===== src/rtl/decode_unit_if.sv =====
// Fetch-to-decode and decode-to-execute handshake bundle for decode_unit.
// The master side is the surrounding pipeline; the slave side is the decoder.
interface decode_unit_if #(
   parameter int REG_BITS = 4
) ();
   logic                in_valid;
   logic                in_ready;
   logic [31:0]         in_address;
   logic [31:0]         in_instruction;
   logic                out_valid;
   logic                out_ready;
   logic [31:0]         out_address;
   logic [3:0]          out_class;
   logic [REG_BITS-1:0] out_rd;
   logic [REG_BITS-1:0] out_rs1;
   logic [REG_BITS-1:0] out_rs2;
   logic [2:0]          out_funct3;
   logic                out_alt;
   logic [31:0]         out_imm;
   logic                out_illegal;

   modport master (
      output in_valid, in_address, in_instruction, out_ready,
      input  in_ready, out_valid, out_address, out_class, out_rd, out_rs1, out_rs2,
             out_funct3, out_alt, out_imm, out_illegal
   );

   modport slave (
      input  in_valid, in_address, in_instruction, out_ready,
      output in_ready, out_valid, out_address, out_class, out_rd, out_rs1, out_rs2,
             out_funct3, out_alt, out_imm, out_illegal
   );
endinterface


===== src/rtl/decode_unit.sv =====
// RV32E decode stage: combinational decode of the fetched word into a registered
// output packet, with a one-entry skid register of decoded packets for a registered in_ready.
module decode_unit #(
   parameter int REG_BITS    = 4,
   parameter int CHECK_FUNCT = 1
) (
   input  logic         clock,
   input  logic         reset,
   input  logic         flush,
   decode_unit_if.slave bus
);
   localparam logic [3:0] CLS_LUI     = 4'd0;
   localparam logic [3:0] CLS_AUIPC   = 4'd1;
   localparam logic [3:0] CLS_JAL     = 4'd2;
   localparam logic [3:0] CLS_JALR    = 4'd3;
   localparam logic [3:0] CLS_BRANCH  = 4'd4;
   localparam logic [3:0] CLS_LOAD    = 4'd5;
   localparam logic [3:0] CLS_STORE   = 4'd6;
   localparam logic [3:0] CLS_OPIMM   = 4'd7;
   localparam logic [3:0] CLS_OP      = 4'd8;
   localparam logic [3:0] CLS_FENCE   = 4'd9;
   localparam logic [3:0] CLS_SYSTEM  = 4'd10;
   localparam logic [3:0] CLS_ILLEGAL = 4'd15;

   typedef enum logic [2:0] {FMT_R, FMT_I, FMT_S, FMT_B, FMT_U, FMT_J} fmt_t;

   typedef struct packed {
      logic [31:0]         address;
      logic [3:0]          cls;
      logic [REG_BITS-1:0] rd;
      logic [REG_BITS-1:0] rs1;
      logic [REG_BITS-1:0] rs2;
      logic [2:0]          funct3;
      logic                alt;
      logic [31:0]         imm;
      logic                illegal;
   } packet_t;

   localparam int PKT_BITS = $bits(packet_t);

   // A register field is usable only if no bit above REG_BITS-1 is set.
   function automatic logic reg_fits(input logic [4:0] idx);
      reg_fits = ((idx >> REG_BITS) == 5'd0);
   endfunction

   logic [31:0] instr_s;
   logic [2:0]  f3_s;
   logic [6:0]  f7_s;
   logic [3:0]  cls_s;
   fmt_t        fmt_s;
   logic        opcode_ok_s;
   logic        funct_bad_s;
   logic        use_rd_s;
   logic        use_rs1_s;
   logic        use_rs2_s;
   logic        reg_bad_s;
   logic        illegal_s;
   logic [31:0] imm_s;
   packet_t     dec_s;

   packet_t     out_pkt_r;
   packet_t     skid_pkt_r;
   logic        out_valid_r;
   logic        skid_valid_r;
   logic        in_fire_s;
   logic        out_free_s;

   // Opcode class, instruction format and funct-field legality.
   always_comb begin
      instr_s     = bus.in_instruction;
      f3_s        = instr_s[14:12];
      f7_s        = instr_s[31:25];
      cls_s       = CLS_ILLEGAL;
      fmt_s       = FMT_R;
      opcode_ok_s = 1'b0;
      funct_bad_s = 1'b0;
      if (instr_s[1:0] == 2'b11) begin
         opcode_ok_s = 1'b1;
         case (instr_s[6:2])
            5'b01101: begin cls_s = CLS_LUI;    fmt_s = FMT_U; end
            5'b00101: begin cls_s = CLS_AUIPC;  fmt_s = FMT_U; end
            5'b11011: begin cls_s = CLS_JAL;    fmt_s = FMT_J; end
            5'b11001: begin cls_s = CLS_JALR;   fmt_s = FMT_I; end
            5'b11000: begin cls_s = CLS_BRANCH; fmt_s = FMT_B; end
            5'b00000: begin cls_s = CLS_LOAD;   fmt_s = FMT_I; end
            5'b01000: begin cls_s = CLS_STORE;  fmt_s = FMT_S; end
            5'b00100: begin cls_s = CLS_OPIMM;  fmt_s = FMT_I; end
            5'b01100: begin cls_s = CLS_OP;     fmt_s = FMT_R; end
            5'b00011: begin cls_s = CLS_FENCE;  fmt_s = FMT_I; end
            5'b11100: begin cls_s = CLS_SYSTEM; fmt_s = FMT_I; end
            default:  begin cls_s = CLS_ILLEGAL; fmt_s = FMT_R; opcode_ok_s = 1'b0; end
         endcase
      end else begin
         opcode_ok_s = 1'b0;
      end
      case (cls_s)
         CLS_JALR:   funct_bad_s = (f3_s != 3'd0);
         CLS_BRANCH: funct_bad_s = (f3_s == 3'd2) || (f3_s == 3'd3);
         CLS_LOAD:   funct_bad_s = (f3_s == 3'd3) || (f3_s == 3'd6) || (f3_s == 3'd7);
         CLS_STORE:  funct_bad_s = (f3_s > 3'd2);
         CLS_OP:     funct_bad_s = ((f7_s != 7'h00) && (f7_s != 7'h20)) ||
                                   ((f7_s == 7'h20) && (f3_s != 3'd0) && (f3_s != 3'd5));
         CLS_OPIMM:  funct_bad_s = ((f3_s == 3'd1) && (f7_s != 7'h00)) ||
                                   ((f3_s == 3'd5) && (f7_s != 7'h00) && (f7_s != 7'h20));
         default:    funct_bad_s = 1'b0;
      endcase
   end

   // Register usage, immediate extraction and final packet assembly.
   always_comb begin
      use_rd_s  = (fmt_s == FMT_R) || (fmt_s == FMT_I) || (fmt_s == FMT_U) || (fmt_s == FMT_J);
      use_rs1_s = (fmt_s == FMT_R) || (fmt_s == FMT_I) || (fmt_s == FMT_S) || (fmt_s == FMT_B);
      use_rs2_s = (fmt_s == FMT_R) || (fmt_s == FMT_S) || (fmt_s == FMT_B);
      reg_bad_s = (use_rd_s  && !reg_fits(instr_s[11:7]))  ||
                  (use_rs1_s && !reg_fits(instr_s[19:15])) ||
                  (use_rs2_s && !reg_fits(instr_s[24:20]));
      illegal_s = !opcode_ok_s || reg_bad_s || (funct_bad_s && (CHECK_FUNCT != 0));
      case (fmt_s)
         FMT_I:   imm_s = {{20{instr_s[31]}}, instr_s[31:20]};
         FMT_S:   imm_s = {{20{instr_s[31]}}, instr_s[31:25], instr_s[11:7]};
         FMT_B:   imm_s = {{19{instr_s[31]}}, instr_s[31], instr_s[7], instr_s[30:25],
                           instr_s[11:8], 1'b0};
         FMT_U:   imm_s = {instr_s[31:12], 12'd0};
         FMT_J:   imm_s = {{11{instr_s[31]}}, instr_s[31], instr_s[19:12], instr_s[20],
                           instr_s[30:21], 1'b0};
         default: imm_s = 32'd0;
      endcase
      dec_s         = {PKT_BITS{1'b0}};
      dec_s.address = bus.in_address;
      if (illegal_s) begin
         dec_s.cls     = CLS_ILLEGAL;
         dec_s.illegal = 1'b1;
      end else begin
         dec_s.cls     = cls_s;
         dec_s.illegal = 1'b0;
         dec_s.rd      = use_rd_s  ? instr_s[7 +: REG_BITS]  : {REG_BITS{1'b0}};
         dec_s.rs1     = use_rs1_s ? instr_s[15 +: REG_BITS] : {REG_BITS{1'b0}};
         dec_s.rs2     = use_rs2_s ? instr_s[20 +: REG_BITS] : {REG_BITS{1'b0}};
         dec_s.funct3  = ((fmt_s == FMT_U) || (fmt_s == FMT_J)) ? 3'd0 : f3_s;
         dec_s.alt     = ((cls_s == CLS_OP) || ((cls_s == CLS_OPIMM) && (f3_s == 3'd5)))
                         ? instr_s[30] : 1'b0;
         dec_s.imm     = imm_s;
      end
   end

   assign in_fire_s  = bus.in_valid && !skid_valid_r;
   assign out_free_s = !out_valid_r || bus.out_ready;

   // Output and skid registers; the skid only fills while the output is stalled.
   always_ff @(posedge clock) begin
      if (reset) begin
         out_valid_r  <= 1'b0;
         skid_valid_r <= 1'b0;
         out_pkt_r    <= {PKT_BITS{1'b0}};
         skid_pkt_r   <= {PKT_BITS{1'b0}};
      end else if (flush) begin
         out_valid_r  <= 1'b0;
         skid_valid_r <= 1'b0;
      end else if (out_free_s) begin
         if (skid_valid_r) begin
            out_pkt_r    <= skid_pkt_r;
            out_valid_r  <= 1'b1;
            skid_valid_r <= 1'b0;
         end else if (in_fire_s) begin
            out_pkt_r    <= dec_s;
            out_valid_r  <= 1'b1;
         end else begin
            out_valid_r  <= 1'b0;
         end
      end else if (in_fire_s) begin
         skid_pkt_r   <= dec_s;
         skid_valid_r <= 1'b1;
      end else begin
         skid_valid_r <= skid_valid_r;
      end
   end

   assign bus.in_ready    = !skid_valid_r;
   assign bus.out_valid   = out_valid_r;
   assign bus.out_address = out_pkt_r.address;
   assign bus.out_class   = out_pkt_r.cls;
   assign bus.out_rd      = out_pkt_r.rd;
   assign bus.out_rs1     = out_pkt_r.rs1;
   assign bus.out_rs2     = out_pkt_r.rs2;
   assign bus.out_funct3  = out_pkt_r.funct3;
   assign bus.out_alt     = out_pkt_r.alt;
   assign bus.out_imm     = out_pkt_r.imm;
   assign bus.out_illegal = out_pkt_r.illegal;
endmodule


===== src/flat_wrapper.sv =====
// flat-port wrapper written by rule: the top's interface ports become plain ports
module decode_unit_flat 
#(
   parameter int REG_BITS    = 4,
   parameter int CHECK_FUNCT = 1
)
  (clock, reset, flush, bus_in_valid, bus_in_address, bus_in_instruction, bus_out_ready, bus_in_ready, bus_out_valid, bus_out_address, bus_out_class, bus_out_rd, bus_out_rs1, bus_out_rs2, bus_out_funct3, bus_out_alt, bus_out_imm, bus_out_illegal);
  decode_unit_if #(.REG_BITS(REG_BITS)) bus_i ();
  input  logic clock;
  input  logic reset;
  input  logic flush;
  input wire logic [$bits(bus_i.in_valid)-1:0] bus_in_valid;
  input wire logic [$bits(bus_i.in_address)-1:0] bus_in_address;
  input wire logic [$bits(bus_i.in_instruction)-1:0] bus_in_instruction;
  input wire logic [$bits(bus_i.out_ready)-1:0] bus_out_ready;
  output wire logic [$bits(bus_i.in_ready)-1:0] bus_in_ready;
  output wire logic [$bits(bus_i.out_valid)-1:0] bus_out_valid;
  output wire logic [$bits(bus_i.out_address)-1:0] bus_out_address;
  output wire logic [$bits(bus_i.out_class)-1:0] bus_out_class;
  output wire logic [$bits(bus_i.out_rd)-1:0] bus_out_rd;
  output wire logic [$bits(bus_i.out_rs1)-1:0] bus_out_rs1;
  output wire logic [$bits(bus_i.out_rs2)-1:0] bus_out_rs2;
  output wire logic [$bits(bus_i.out_funct3)-1:0] bus_out_funct3;
  output wire logic [$bits(bus_i.out_alt)-1:0] bus_out_alt;
  output wire logic [$bits(bus_i.out_imm)-1:0] bus_out_imm;
  output wire logic [$bits(bus_i.out_illegal)-1:0] bus_out_illegal;
  assign bus_i.in_valid = bus_in_valid;
  assign bus_i.in_address = bus_in_address;
  assign bus_i.in_instruction = bus_in_instruction;
  assign bus_i.out_ready = bus_out_ready;
  assign bus_in_ready = bus_i.in_ready;
  assign bus_out_valid = bus_i.out_valid;
  assign bus_out_address = bus_i.out_address;
  assign bus_out_class = bus_i.out_class;
  assign bus_out_rd = bus_i.out_rd;
  assign bus_out_rs1 = bus_i.out_rs1;
  assign bus_out_rs2 = bus_i.out_rs2;
  assign bus_out_funct3 = bus_i.out_funct3;
  assign bus_out_alt = bus_i.out_alt;
  assign bus_out_imm = bus_i.out_imm;
  assign bus_out_illegal = bus_i.out_illegal;
  decode_unit #(.REG_BITS(REG_BITS), .CHECK_FUNCT(CHECK_FUNCT)) u_core (.clock(clock), .reset(reset), .flush(flush), .bus(bus_i));
endmodule

===== config.mk =====
export PLATFORM = sky130hd
export DESIGN_NAME = decode_unit_flat
export DESIGN_NICKNAME = d
export VERILOG_FILES = /design/src/rtl/decode_unit_if.sv /design/src/rtl/decode_unit.sv /design/src/flat_wrapper.sv
export SDC_FILE = /design/constraint.sdc
export NUM_CORES = 1
export LEC_CHECK = 0
export ABC_AREA = 1
export CORE_MARGIN = 2
export CORE_UTILIZATION = 45
export CTS_CLUSTER_DIAMETER = 100
export DETAILED_ROUTE_END_ITERATION = 8
export GPL_TIMING_DRIVEN = 0
export PLACE_DENSITY = 0.7
export SETUP_SLACK_MARGIN = 0.4
export SYNTH_ARGS = -nofsm -noshare
export SYNTH_HDL_FRONTEND = slang
export SYNTH_SLANG_ARGS = --single-unit

===== constraint.sdc =====
create_clock -name clock -period 2 [get_ports clock]
set_clock_uncertainty 0.1 [all_clocks]
set_input_delay 0.4 -clock clock [delete_from_list [all_inputs] [get_ports clock]]
set_output_delay 0.4 -clock clock [all_outputs]
set_load 0.01 [all_outputs]

# [Word-level counts from Yosys, hierarchy flattened]
# Cells that the tools add are included.
[word_totals] register_bits=172 inputBits=69
[classes] reduce_logical=51 bitwise=2 n_mux=20 n_eq_ne=31 n_lt_le_gt_ge=1
[ops] op="2-to-1 mux 85 bit" count=2
[ops] op="case mux 32 bit (5 select lines)" count=1
[ops] op="2-to-1 mux 48 bit" count=1
[ops] op="case mux 4 bit (11 select lines)" count=1
[ops] op="equality test 5 bit (second input constant)" count=4
[ops] op="zero test 5 bit" count=4
[ops] op="2-to-1 mux 4 bit" count=5
[ops] op="logical OR 1 bit" count=19
[ops] op="equality test 4 x 3 -> 1 bit (second input constant)" count=4
[ops] op="equality test 3 bit (second input constant)" count=5
[ops] op="equality test 5 x 4 -> 1 bit (second input constant)" count=3
[ops] op="case mux 3 bit (5 select lines)" count=1
[ops] op="equality test 3 x 2 -> 1 bit (second input constant)" count=4
[ops] op="logical AND 1 bit" count=11
[ops] op="OR reduction 11 bit" count=1
[ops] op="equality test 5 x 3 -> 1 bit (second input constant)" count=2
[ops] op="equality test 7 x 6 -> 1 bit (second input constant)" count=1
[ops] op="inequality test 7 x 6 -> 1 bit (second input constant)" count=1
[ops] op="nonzero test 7 bit" count=1
[ops] op="equality test 3 x 1 -> 1 bit (second input constant)" count=2
[ops] op="zero test 1 bit" count=6
[ops] op="2-to-1 mux 1 bit" count=6
[ops] op="2-to-1 mux 3 bit" count=2
[ops] op="case mux 1 bit (6 select lines)" count=1
[ops] op="other kinds (14)" count=17

# [Longest topological paths before layout]
# Gate-level depths: netlist of run 1.
[depth] depth_word=16 depth_mapped=18 mapped_depth_nobuf=17

# [Worst setup path after synthesis of run 1]
# OpenSTA, ideal clock, no wires.
[synth_path] path_kind="input port to flip-flop" startpoint="input bus_in_instruction[0]" endpoint="register u_core.out_pkt_r (netlist bit u_core.bus.out_illegal)" path_buffers=0 arrival_time_ns=1.813 path_slack_ns=-0.050 stages=13 required_ns=1.763 cell_sequence="nand2_1 > inv_2 > nand2_1 > inv_1 > nand2_1 > nor2_8 > o21ai_2 > nand2_1 > nand2_2 > nor2_8 > nand2_1 > o21ai_0 > a21oi_1"
[synth_between] elab_chain_len=14 elab_cells_between_ends=35 classes_between="eq/ne (12); mux (7); reduce/logical (16)"
[synth_rtl] item="from (decl)" line_no="flat_wrapper.sv:14" text="input wire logic [$bits(bus_i.in_instruction)-1:0] bus_in_instruction;"
[synth_rtl] item="equality test 2 bit *" line_no="decode_unit.sv:77" text="if (instr_s[1:0] == 2'b11) begin"
[synth_rtl] item="2-to-1 mux 3 bit" line_no="decode_unit.sv:77"
[synth_rtl] item="equality test 3 x 1 -> 1 bit or zero test 3 bit (tied branches)" line_no="decode_unit.sv:111, decode_unit.sv:112, decode_unit.sv:113"
[synth_rtl] item="logical OR 1 bit" line_no="decode_unit.sv:111, decode_unit.sv:112"
[synth_rtl] item="logical OR 1 bit (on tied branches) (2 in series)" line_no="decode_unit.sv:111, decode_unit.sv:112"
[synth_rtl] item="logical AND 1 bit (on tied branches)" line_no="decode_unit.sv:114, decode_unit.sv:115"
[synth_rtl] item="logical OR 1 bit" line_no="decode_unit.sv:114" text="reg_bad_s = (use_rd_s && !reg_fits(instr_s[11:7])) ||"
[synth_rtl] item="logical OR 1 bit" line_no="decode_unit.sv:115" text="(use_rs1_s && !reg_fits(instr_s[19:15])) ||"
[synth_rtl] item="logical OR 1 bit" line_no="decode_unit.sv:117" text="illegal_s = !opcode_ok_s || reg_bad_s || (funct_bad_s && (CHECK_FUNCT != 0));"
[synth_rtl] item="logical OR 1 bit *" line_no="decode_unit.sv:117"
[synth_rtl] item="2-to-1 mux 1 bit *" line_no="decode_unit.sv:130" text="if (illegal_s) begin"
[synth_rtl] item="2-to-1 mux 85 bit *" line_no="decode_unit.sv:164" text="end else if (in_fire_s) begin"
[synth_rtl] item="2-to-1 mux 85 bit *" line_no="decode_unit.sv:160" text="if (skid_valid_r) begin"
[synth_rtl] item="to (signal assigned)" line_no="decode_unit.sv:154" text="out_pkt_r <= {PKT_BITS{1'b0}};"
[synth_rtl] item="to (signal assigned)" line_no="decode_unit.sv:161" text="out_pkt_r <= skid_pkt_r;"
[synth_rtl] item="to (signal assigned)" line_no="decode_unit.sv:165" text="out_pkt_r <= dec_s;"
[synth_rtl] item="to (decl)" line_no="decode_unit.sv:61" text="packet_t out_pkt_r;"
# Mark *: on every way between the ends. The rest lies on a longest branch, timed or not. The select of a mux whose other input is x is not followed.
# A chain may end at the register's enable or synchronous reset.

# [Worst setup path in the final report of run 1]
[layout_path] startpoint="input bus_in_instruction[3]" endpoint="register u_core.out_pkt_r (netlist bit u_core.bus.out_class[0])"
[layout_between] elab_chain_len=16 elab_cells_between_ends=51 classes_between="eq/ne (21); mux (10); reduce/logical (20)"
[layout_rtl] item="equality test 5 bit, or another cell as far along" line_no="decode_unit.sv:79" text="case (instr_s[6:2])"
[layout_rtl] item="OR reduction 5 bit (no line) or OR reduction 2 bit (tied branches)"
[layout_rtl] item="case mux 3 bit (5 select lines)" line_no="decode_unit.sv:79"
[layout_rtl] item="2-to-1 mux 3 bit" line_no="decode_unit.sv:77"
[layout_rtl] item="equality test 3 x 1 -> 1 bit or zero test 3 bit (tied branches)" line_no="decode_unit.sv:111, decode_unit.sv:112, decode_unit.sv:113"
[layout_rtl] item="logical OR 1 bit" line_no="decode_unit.sv:111, decode_unit.sv:112"
[layout_rtl] item="logical OR 1 bit (on tied branches) (2 in series)" line_no="decode_unit.sv:111, decode_unit.sv:112"
[layout_rtl] item="logical AND 1 bit (on tied branches)" line_no="decode_unit.sv:114, decode_unit.sv:115"
[layout_rtl] item="logical OR 1 bit" line_no="decode_unit.sv:114"
[layout_rtl] item="logical OR 1 bit" line_no="decode_unit.sv:115"
[layout_rtl] item="logical OR 1 bit (2 in series)" line_no="decode_unit.sv:117"
[layout_rtl] item="2-to-1 mux 4 bit *" line_no="decode_unit.sv:130"
[layout_rtl] item="2-to-1 mux 85 bit *" line_no="decode_unit.sv:164"
[layout_rtl] item="2-to-1 mux 85 bit *" line_no="decode_unit.sv:160"
# Marks and branches as above.

==> results summary, run 1 <==
The run finished, with violations left. The checks that failed: negative setup slack. The setup path with the least slack is of type in -> reg. Measured along the y axis, the die boundary spans 143.1 um. The clock passes through at most 2 buffers. Setup repair after global routing could not meet its margin everywhere. The count of nets after finishing is roughly 1.6k. The leading cell type by number of instances after synthesis is nand2_1.

The tool flagged a number of max-cap violations equal to 0. The average detailed-routed wire length per instance is roughly 18 um. The worst-case IR drop observed on VDD is slightly above 0.6 mV. The floorplan step set the die width to between 100 and 150 um.

The number of hold-repair buffers added at the cts stage is 0. The source of the worst hold timing path is bus_in_instruction[29]. In the post-route analysis, the smallest setup slack over all paths is -0.2046 ns. The predominant post-synthesis flop cell is dfxtp_1.

The number of antenna violations at the first check in global routing is 0. The launch point of the critical path is bus_in_instruction[3]. The wire length of the first global-routing pass came out at 43,760 um. For this block, the via count after detailed routing is 9,807. The number of pins with negative max-slew slack in the final report is 0.

The transition time at the pin with the least slew margin is 0.7063 ns. The DRC violation count after routing is 0. The sequential area share after synthesis came out at 39.57%. STA classifies the critical path startpoint as an input port. The summed instance area of the synthesized netlist came out at just under 9000 um2. Counting I/O delays and the setup requirement, the final critical path takes ~2.2 ns.

Among the stages of the critical path, the cell type that occurs most often is nand4_1. In the final layout, the multi-input gates occupy 5633 um2. In the synthesized netlist the async set-or-reset flop fraction comes to 0%. The clock transition at the registers of the reported paths came out at around 0.07 ns.

Synthesis inferred roughly 170 register bits. The areal power density over the cells is between 600 and 700 nW/um2. The detail route stage leaves a number of antenna-violating nets equal to 0.

For this design, the slowest cell found on the critical path is nand4_1. The critical path ends at u_core.bus.out_class[0]$_SDFFE_PP0P_. After the flow finishes, the layout carries non-filler instances totaling between 1.5k and 2k. The sequential cell area came out at 3445 um2.

The count of yosys warnings during synthesis came out at 0. The critical path capture point type is a flip-flop. The count of mapped cells out of synthesis is around 1.3k. The number of nets handed over by synthesis was between 1k and 1.5k. The top fanout value on the critical path is 6.

The routed via count divided by cell count came out at 5.560. The total negative slack came out at -10.03 ns. Routability-driven placement finished with a final weighted congestion of about 0.94. Entering global routing, the biggest net connects 17 pins. The top-area cell type share of the netlist area is a little under 40%.

The total detailed-routing wirelength is 32,030 um. The worst-case reg-to-reg path depth came out at 9. For this run, the total global-route usage over all layers was measured as 27.04%. The number of different library cells used by synthesis comes to 29. Walking the worst path, the cells encountered are buf_8 > nor2_4 > nand4_1 > nand2_2 > nand3_1 > nor2_2 > nand3_2 > nand3_4 > nor2_8 > buf_4 > buf_6 > buf_16 > nand4_1 > nand2_1 > a21oi_1.

During placement, the flow inserted port buffers numbering 154. The number of detailed-routing iterations run before antenna repair came out at 7. The count of endpoints failing hold in the final timing report is 0.

The cell taking the most area after synthesis is dfxtp_1. The data required time of the worst path is between 2 and 2.5 ns. The number of antenna cells inserted is 0. TritonCTS built the clock tree. The die outline area is 20,460 um2.

The violation count after the first detailed-routing iteration is 1,089. Global routing finished with a remaining overflow of 0. After synthesis, the cell types taking the most area are dfxtp_1 (40%), nand2_1 (16%), nor2_1 (8.7%). Yosys mapped a number of flops with a built-in enable equal to 0.

The number of global-route vias before repair is roughly 8.5k. The commonest cells after synthesis are nand2_1 (372), nor2_1 (202), dfxtp_1 (172). The clock latency of the later-clocked register in the worst-skew pair came out at approximately 0.44 ns. The post-route netlist has a little under a third of its cells at a drive strength greater than 1.

In this run the critical register-to-register path is launched from u_core.skid_valid_r$_SDFFE_PP0P_. The setup slack on the worst flop-to-flop path came out at 0.06 ns. In this run the tightest slew margin relative to its limit is a little over half. The H-tree was split into 4 levels. In this design, the stage delay of the slowest critical-path cell is around 0.27 ns. The buffer cell driving the clock tree root is clkbuf_16. Averaged over all synthesized cells, the footprint is between 6 and 7 um2. The total CTS buffers is 17. The placed cell count is about 1.7k.

The period utilization is 110.2%. The data arrival time of the worst path is 2.47 ns. The signed area change from the synthesized netlist to the final layout is 53.98%.

The half-perimeter wire length of the detailed placement result came out at around 19,000 um. The final-layout fill cell count came out at between 1k and 1.5k. Row generation in the floorplan step produced 50 rows. The number of clock sinks seen by CTS came out at 172. For this run, the top clock speed supported by timing is 453.6 MHz. In this run the critical register-to-register path is captured at u_core.bus.out_class[2]$_SDFFE_PP0P_. The number of failing setup endpoints in the final timing report is a little over 100. The min-delay analysis places its worst path in the category in -> reg.

In this run the count of I/O pins placed on the die edge is 156. The total leakage power is approximately 7.0 nW. Once the floorplan was initialized, standard cells occupied 46.21% of the core. The floorplan step defined a core boundary enclosing between 15,000 and 20,000 um2.
==> registers in the layout (all words and copies together) (netlist names) <==
| signal | cells |
|---|---|
| u_core.bus.out_imm | 32 |
| u_core.skid_pkt_r | 85 |
| u_core.bus.out_rs2 | 4 |
| u_core.bus.out_rd | 4 |
| u_core.bus.out_address | 32 |
| u_core.bus.out_class | 4 |
| u_core.bus.out_funct3 | 3 |
| u_core.bus.out_illegal | 1 |
| u_core.skid_valid_r | 1 |
| u_core.bus.out_valid | 1 |
| u_core.bus.out_alt | 1 |
| u_core.bus.out_rs1 | 4 |
==> critical path, delay by kind of cell <==
| kind | cells | cell delay, ns |
|---|---|---|
| buf+inv | 4 | 0.47 |
| compound gates | 1 | 0.16 |
| simple gates | 10 | 1.43 |
==> logic make-up (layout without fill, tap and decap cells) <==
family | Yosys count | after routing | synth area share [%]
AND/OR/NAND/NOR | 709 | 709 | 36.84
AO/OA/AOI/OAI | 240 | 240 | 15.99
flip-flops | 172 | 172 | 39.57
buffers and inverters | 144 | 383 | 7.593
==> layout make-up <==
cell class / instances / area share, %
inverter: 54 / 1.690
timing repair buffer: 207 / 17.87
multi-input combinational: 949 / 42.04
sequential: 172 / 25.71
clock buffer: 19 / 3.231
clock inverter: 13 / 1.504
buffer: 90 / 5.529
tap: 260 / 2.428
==> worst min-delay path by stage <==
stage / slack (ns) / end / cells past startpoint
global route: 0.36 / u_core.skid_pkt_r[10]$_SDFFE_PP0P_ / 5
floorplan: 0.35 / u_core.skid_pkt_r[53]$_SDFFE_PP0P_ / 2
CTS: 0.36 / u_core.bus.out_class[3]$_SDFFE_PP0P_ / 2
global placement: 0.35 / u_core.bus.out_address[7]$_SDFFE_PP0P_ / 2
detailed placement: 0.35 / u_core.bus.out_address[15]$_SDFFE_PP0P_ / 2
finish: 0.35 / u_core.skid_pkt_r[10]$_SDFFE_PP0P_ / 5
==> placed cells by master (no fill, tap or decap), types with 9 or more instances in the layout <==
cell type / instances
a21oi_1: 56
a21oi_2: 86
buf_12: 13
buf_4: 34
buf_6: 25
clkbuf_1: 29
clkbuf_16: 23
clkbuf_2: 18
clkdlybuf4s50_1: 50
dfxtp_1: 171
dlygate4sd2_1: 9
dlymetal6s2s_1: 87
inv_1: 39
nand2_1: 268
nand2_2: 103
nand3_1: 42
nand3_4: 54
nand4_1: 11
nor2_1: 184
nor2_2: 11
nor2_4: 15
o21ai_0: 72
o21ai_1: 18
==> metal layers <==
metal / track usage, % / vias to the layer above / part of all wire [%]
met4: 11.00 / 0 / 5.3
met1: 36.15 / 4588 / 40
met3: 4.896 / 134 / 7.9
met5: 0 / - / 0
met2: 43.09 / 544 / 47
li1: - / 4541 / -
==> report_power, final <==
group | internal (mW) | total, mW | switching, mW
clock | 2.13 | 3.66 | 1.53
combinational | 0.414 | 1.04 | 0.624
sequential | 3.49 | 3.52 | 0.0362
total | 6.03 | 8.22 | 2.19
==> through the flow <==
step	cell area (um2)	utilization, %	power (mW)	hold slack [ns]	setup slack [ns]
CTS	12010	63.77	8.061	0.3633	-0.03719
global placement	10640	56.49	4.411	0.3492	-0.9667
detailed placement	10640	56.49	4.419	0.3527	-0.9818
floorplan	8771	-	4.032	0.3549	-0.003315
global route	13400	71.15	8.429	0.3649	-0.2701
finish	13400	71.15	8.220	0.3515	-0.2046
==> what timing repair did <==
item	CTS	global route
hold endpoints to repair	0	0
buffers inserted	29	16
gates cloned	3	5
setup endpoints to repair	257	257
resized for setup	161	415
pin swaps	37	69
No activity file was read; power rests on OpenSTA's default activity.
==> run 2: changes to the inputs <==
Settings changed: PLACE_DENSITY 0.7 to 0.67.
Clock period 2 ns to 2.5 ns, I/O delays scaled along.
==> results summary, run 2 (synthesis gave the netlist of run 1 again) <==
The data required time of the worst path came out at 2.69 ns (+0.43 ns). The DRC violation count after routing was 0 (unchanged). TritonCTS built the clock tree. The number of detailed-routing iterations run before antenna repair is 7 (unchanged). The path with the worst hold slack has its endpoint at u_core.bus.out_address[10]$_SDFFE_PP0P_. The register with the highest flop count is u_core.skid_pkt_r. The total negative slack came out at 0 ns (+10.03 ns). The data arrival time of the worst path came to 2.42 ns (-0.05 ns).

The die outline area came out at 20,460 um2 (unchanged). The transition time at the pin with the least slew margin came out at 0.7638 ns (+0.05748 ns). The routability congestion estimate came out at 0.9118 (-3.2%). The tightest hold margin is 0.3605 ns (+0.008991 ns). The run finished with clean final reports. The critical path startpoint category is an input port. Traced cell by cell, the critical path runs through buf_8 > nor2_4 > buf_12 > nand2_8 > nor2_4 > nor2_4 > inv_2 > nor2_8 > buf_6 > nand4_1 > nand2_4 > nor2_8 > buf_12 > buf_8 > nand4_1 > nand2_1 > a21oi_2.

The wire length of the first global-routing pass came out at 43,920 um (+0.36%). The met2 global-route usage was 44.93% (+1.8 points). Setup repair after global routing could not meet its margin everywhere.

The period utilization came out at between 80% and 90%. The worst voltage drop across the vdd grid is 0.5620 mV (-8.3%). The worst-case reg-to-reg path depth is 10 (+1). The average detailed-routed wire length per instance came out at 16.35 um (-10%). The flip-flop count of the largest register after layout came to 85 (unchanged). The signed area change from the synthesized netlist to the final layout is 44.22%. The area of the core region came out at 18,830 um2 (unchanged). The half-perimeter wire length of the detailed placement result is 19,810 um (+2.3%). The number of nets with antenna violations after routing came out at 0 (unchanged). The path class of the tightest hold or removal check is reg -> reg. The critical path is of the in -> reg type. The count of nets after finishing came out at 1,550 (-0.64%). The number of antenna violations at the first check in global routing is 0 (unchanged).

The global routing usage summed across all routing layers came out at 27.37% (+0.33 points). The placement row count is 50 (unchanged). The headroom to the max-slew limit came out at 49.08% (-3.8 points).

The starting utilization of the core area is 46.21% (unchanged). The number of global-route vias before repair is 8,431 (-1.2%). For this design, the slowest cell found on the critical path is nor2_4. The number of pins with negative max-slew slack in the final report is 0 (unchanged). The maximum single-stage delay on the critical path is 0.19 ns (-0.08 ns). The number of buffers on the longest clock path is 2 (unchanged). The top fanout value on the critical path came out at 6 (unchanged). The clock transition at the registers of the reported paths is 0.07 ns (about the same). The cell family contributing the most delay on the critical path is simple AND/OR/NAND/NOR gates.

The number of maximum-capacitance constraint violations is 0 (unchanged). The total leakage power was 5.279 nW (-24%). The endpoint identified for the worst register-to-register timing path is u_core.bus.out_imm[22]$_SDFFE_PP0P_. The count of endpoints failing hold in the final timing report came out at 0 (unchanged). The violation count after the first detailed-routing iteration came out at 698 (-36%). After global routing, the most crowded layer is met2.

The final-layout fill cell count came to 1,609 (+19%). The global routing met1 resource utilization came to 36.79% (+0.63 points). The total CTS buffers is 17 (unchanged). The die outline width came out at 143.1 um (unchanged). The startpoint identified for the worst register-to-register timing path is u_core.skid_valid_r$_SDFFE_PP0P_. The setup slack on the worst flop-to-flop path came to 0.51 ns (+0.45 ns). The number of clock sinks seen by CTS is 172 (unchanged). In the layout the commonest cells are nand2_1 (310), nor2_1 (193), dfxtp_1 (171). The die boundary height is 143.1 um (unchanged).

The global routing usage on met3 is 4.628% (-0.27 points). The number of buffer cells added on primary ports was 154 (unchanged). Leaving out fill and tap cells, the most frequent cell in the layout is nand2_1. The clock latency of the later-clocked register in the worst-skew pair came out at 0.43 ns (about the same).

The total detailed-routing wirelength came out at 28,670 um (-10%). Among the stages of the critical path, the cell type that occurs most often is nor2_4. The placed cell count is 1,679 (unchanged).

The worst hold path begins at u_core.bus.out_address[10]$_SDFFE_PP0P_. The number of instances on the worst hold path came out at 2 (-3). Timing would allow up to approximately 450 MHz. The combined buffer and inverter count along the critical path is 6 (+2).

The number of failing setup endpoints in the final timing report is 0 (-100%). The routed via count divided by cell count was 5.253 (-5.5%). The number of antenna cells inserted is 0 (unchanged). The share of post-route cells with drive strength above 1 came out at 24.90% (-5.9 points). The total grt overflow came out at 0 (unchanged). The worst setup path is captured at a flip-flop.

The time the final worst path needs with I/O delays and setup is around 2.2 ns. The total I/O pin count is 156 (unchanged). The areal power density over the cells is 500.5 nW/um2 (-18%).

The buffer cell driving the clock tree root is clkbuf_16. The number of hold-repair buffers added at the cts stage is 0 (unchanged). The number of non-filler instances in the completed layout is 1,754 (-0.57%).

The number of H-tree levels is 4 (unchanged). The detailed-route via count is 9,214 (-6.0%). The largest net degree at the start of global routing is 17 (unchanged).
==> run 2: cell count changes in the layout (fill, tap and decap cells not counted), moves of 17 or more <==
cell | before | now
dlymetal6s2s_1 | 87 | 5
o21ai_0 | 72 | 92
clkdlybuf4s50_1 | 50 | 138
nand2_2 | 103 | 60
buf_6 | 25 | 7
nand2_1 | 268 | 310
o21ai_1 | 18 | 1
==> run 2: timing repair <==
action	CTS	global route
endpoints found under the setup margin	171	152
cloned	5	2
pin swaps	25	50
resized for setup	118	168
setup buffers	22	14
==> run 2: through the flow <==
step / setup WS [ns] / utilization, % / total power [mW] / area [um2]
after global placement: -0.6960 / 56.43 / 3.534 / 10630
after CTS: 0.2752 / 62.72 / 6.245 / 11810
after floorplan: 0.3963 / - / 3.224 / 8758
after global routing: 0.2063 / 66.64 / 6.491 / 12550
after detailed placement: -0.7166 / 56.43 / 3.536 / 10630
final: 0.2700 / 66.64 / 6.281 / 12550
==> run 2: how the worst max path moves through the flow <==
stage               cells past startpoint  slack [ns]                              from                                    to
detailed placement                      6       -0.72  u_core.skid_valid_r$_SDFFE_PP0P_                          bus_in_ready
global route                           18        0.21             bus_in_instruction[6]  u_core.bus.out_class[3]$_SDFFE_PP0P_
global placement                        6       -0.70  u_core.skid_valid_r$_SDFFE_PP0P_                          bus_in_ready
floorplan                              14        0.40             bus_in_instruction[3]    u_core.bus.out_imm[0]$_SDFFE_PP0P_
CTS                                     6        0.28  u_core.skid_valid_r$_SDFFE_PP0P_                          bus_in_ready
finish                                 17        0.27             bus_in_instruction[3]  u_core.bus.out_class[3]$_SDFFE_PP0P_
==> run 2: routing by layer <==
| layer | vias up | routed length, um | part of all wire, % |
|---|---|---|---|
| met5 | - | 0 | 0 |
| met4 | 0 | 755 | 2.6 |
| met3 | 60 | 1840 | 6.4 |
| met2 | 322 | 13620 | 47 |
| met1 | 4311 | 12460 | 43 |
| li1 | 4521 | - | - |
==> run 2: area by class of cell <==
| class | count | area [um2] | area share, % |
|---|---|---|---|
| buffer | 90 | 596.8 | 4.756 |
| clock buffer | 18 | 429.2 | 3.420 |
| clock inverter | 14 | 158.9 | 1.266 |
| inverter | 54 | 211.5 | 1.685 |
| multi-input combinational | 950 | 5335 | 42.52 |
| sequential | 172 | 3445 | 27.45 |
| tap | 260 | 325.3 | 2.592 |
| timing repair buffer | 196 | 2047 | 16.31 |
==> run 2: power by group <==
| group | internal [mW] | switching, mW |
|---|---|---|
| clock network | 1.50 | 1.20 |
| registers | 2.79 | 0.0274 |
| logic | 0.313 | 0.454 |
| total | 4.60 | 1.68 |
==> run 2: worst reg2reg max path, stage by stage (launching register included) <==
cell	delay [ns]
dfxtp_2	0.31
clkbuf_8	0.13
buf_4	0.15
nor2_2	0.22
nor2_4	0.09
nand2_1	0.13
clkbuf_4	0.25
buf_2	0.25
nor2_1	0.09
nand2_2	0.09
a21oi_2	0.05
==> run 3: changes to the inputs <==
Settings changed: CAP_MARGIN set to 0.
==> results of run 3 <==
Same layout as run 2: the final DEF is identical, and so are final timing and power.
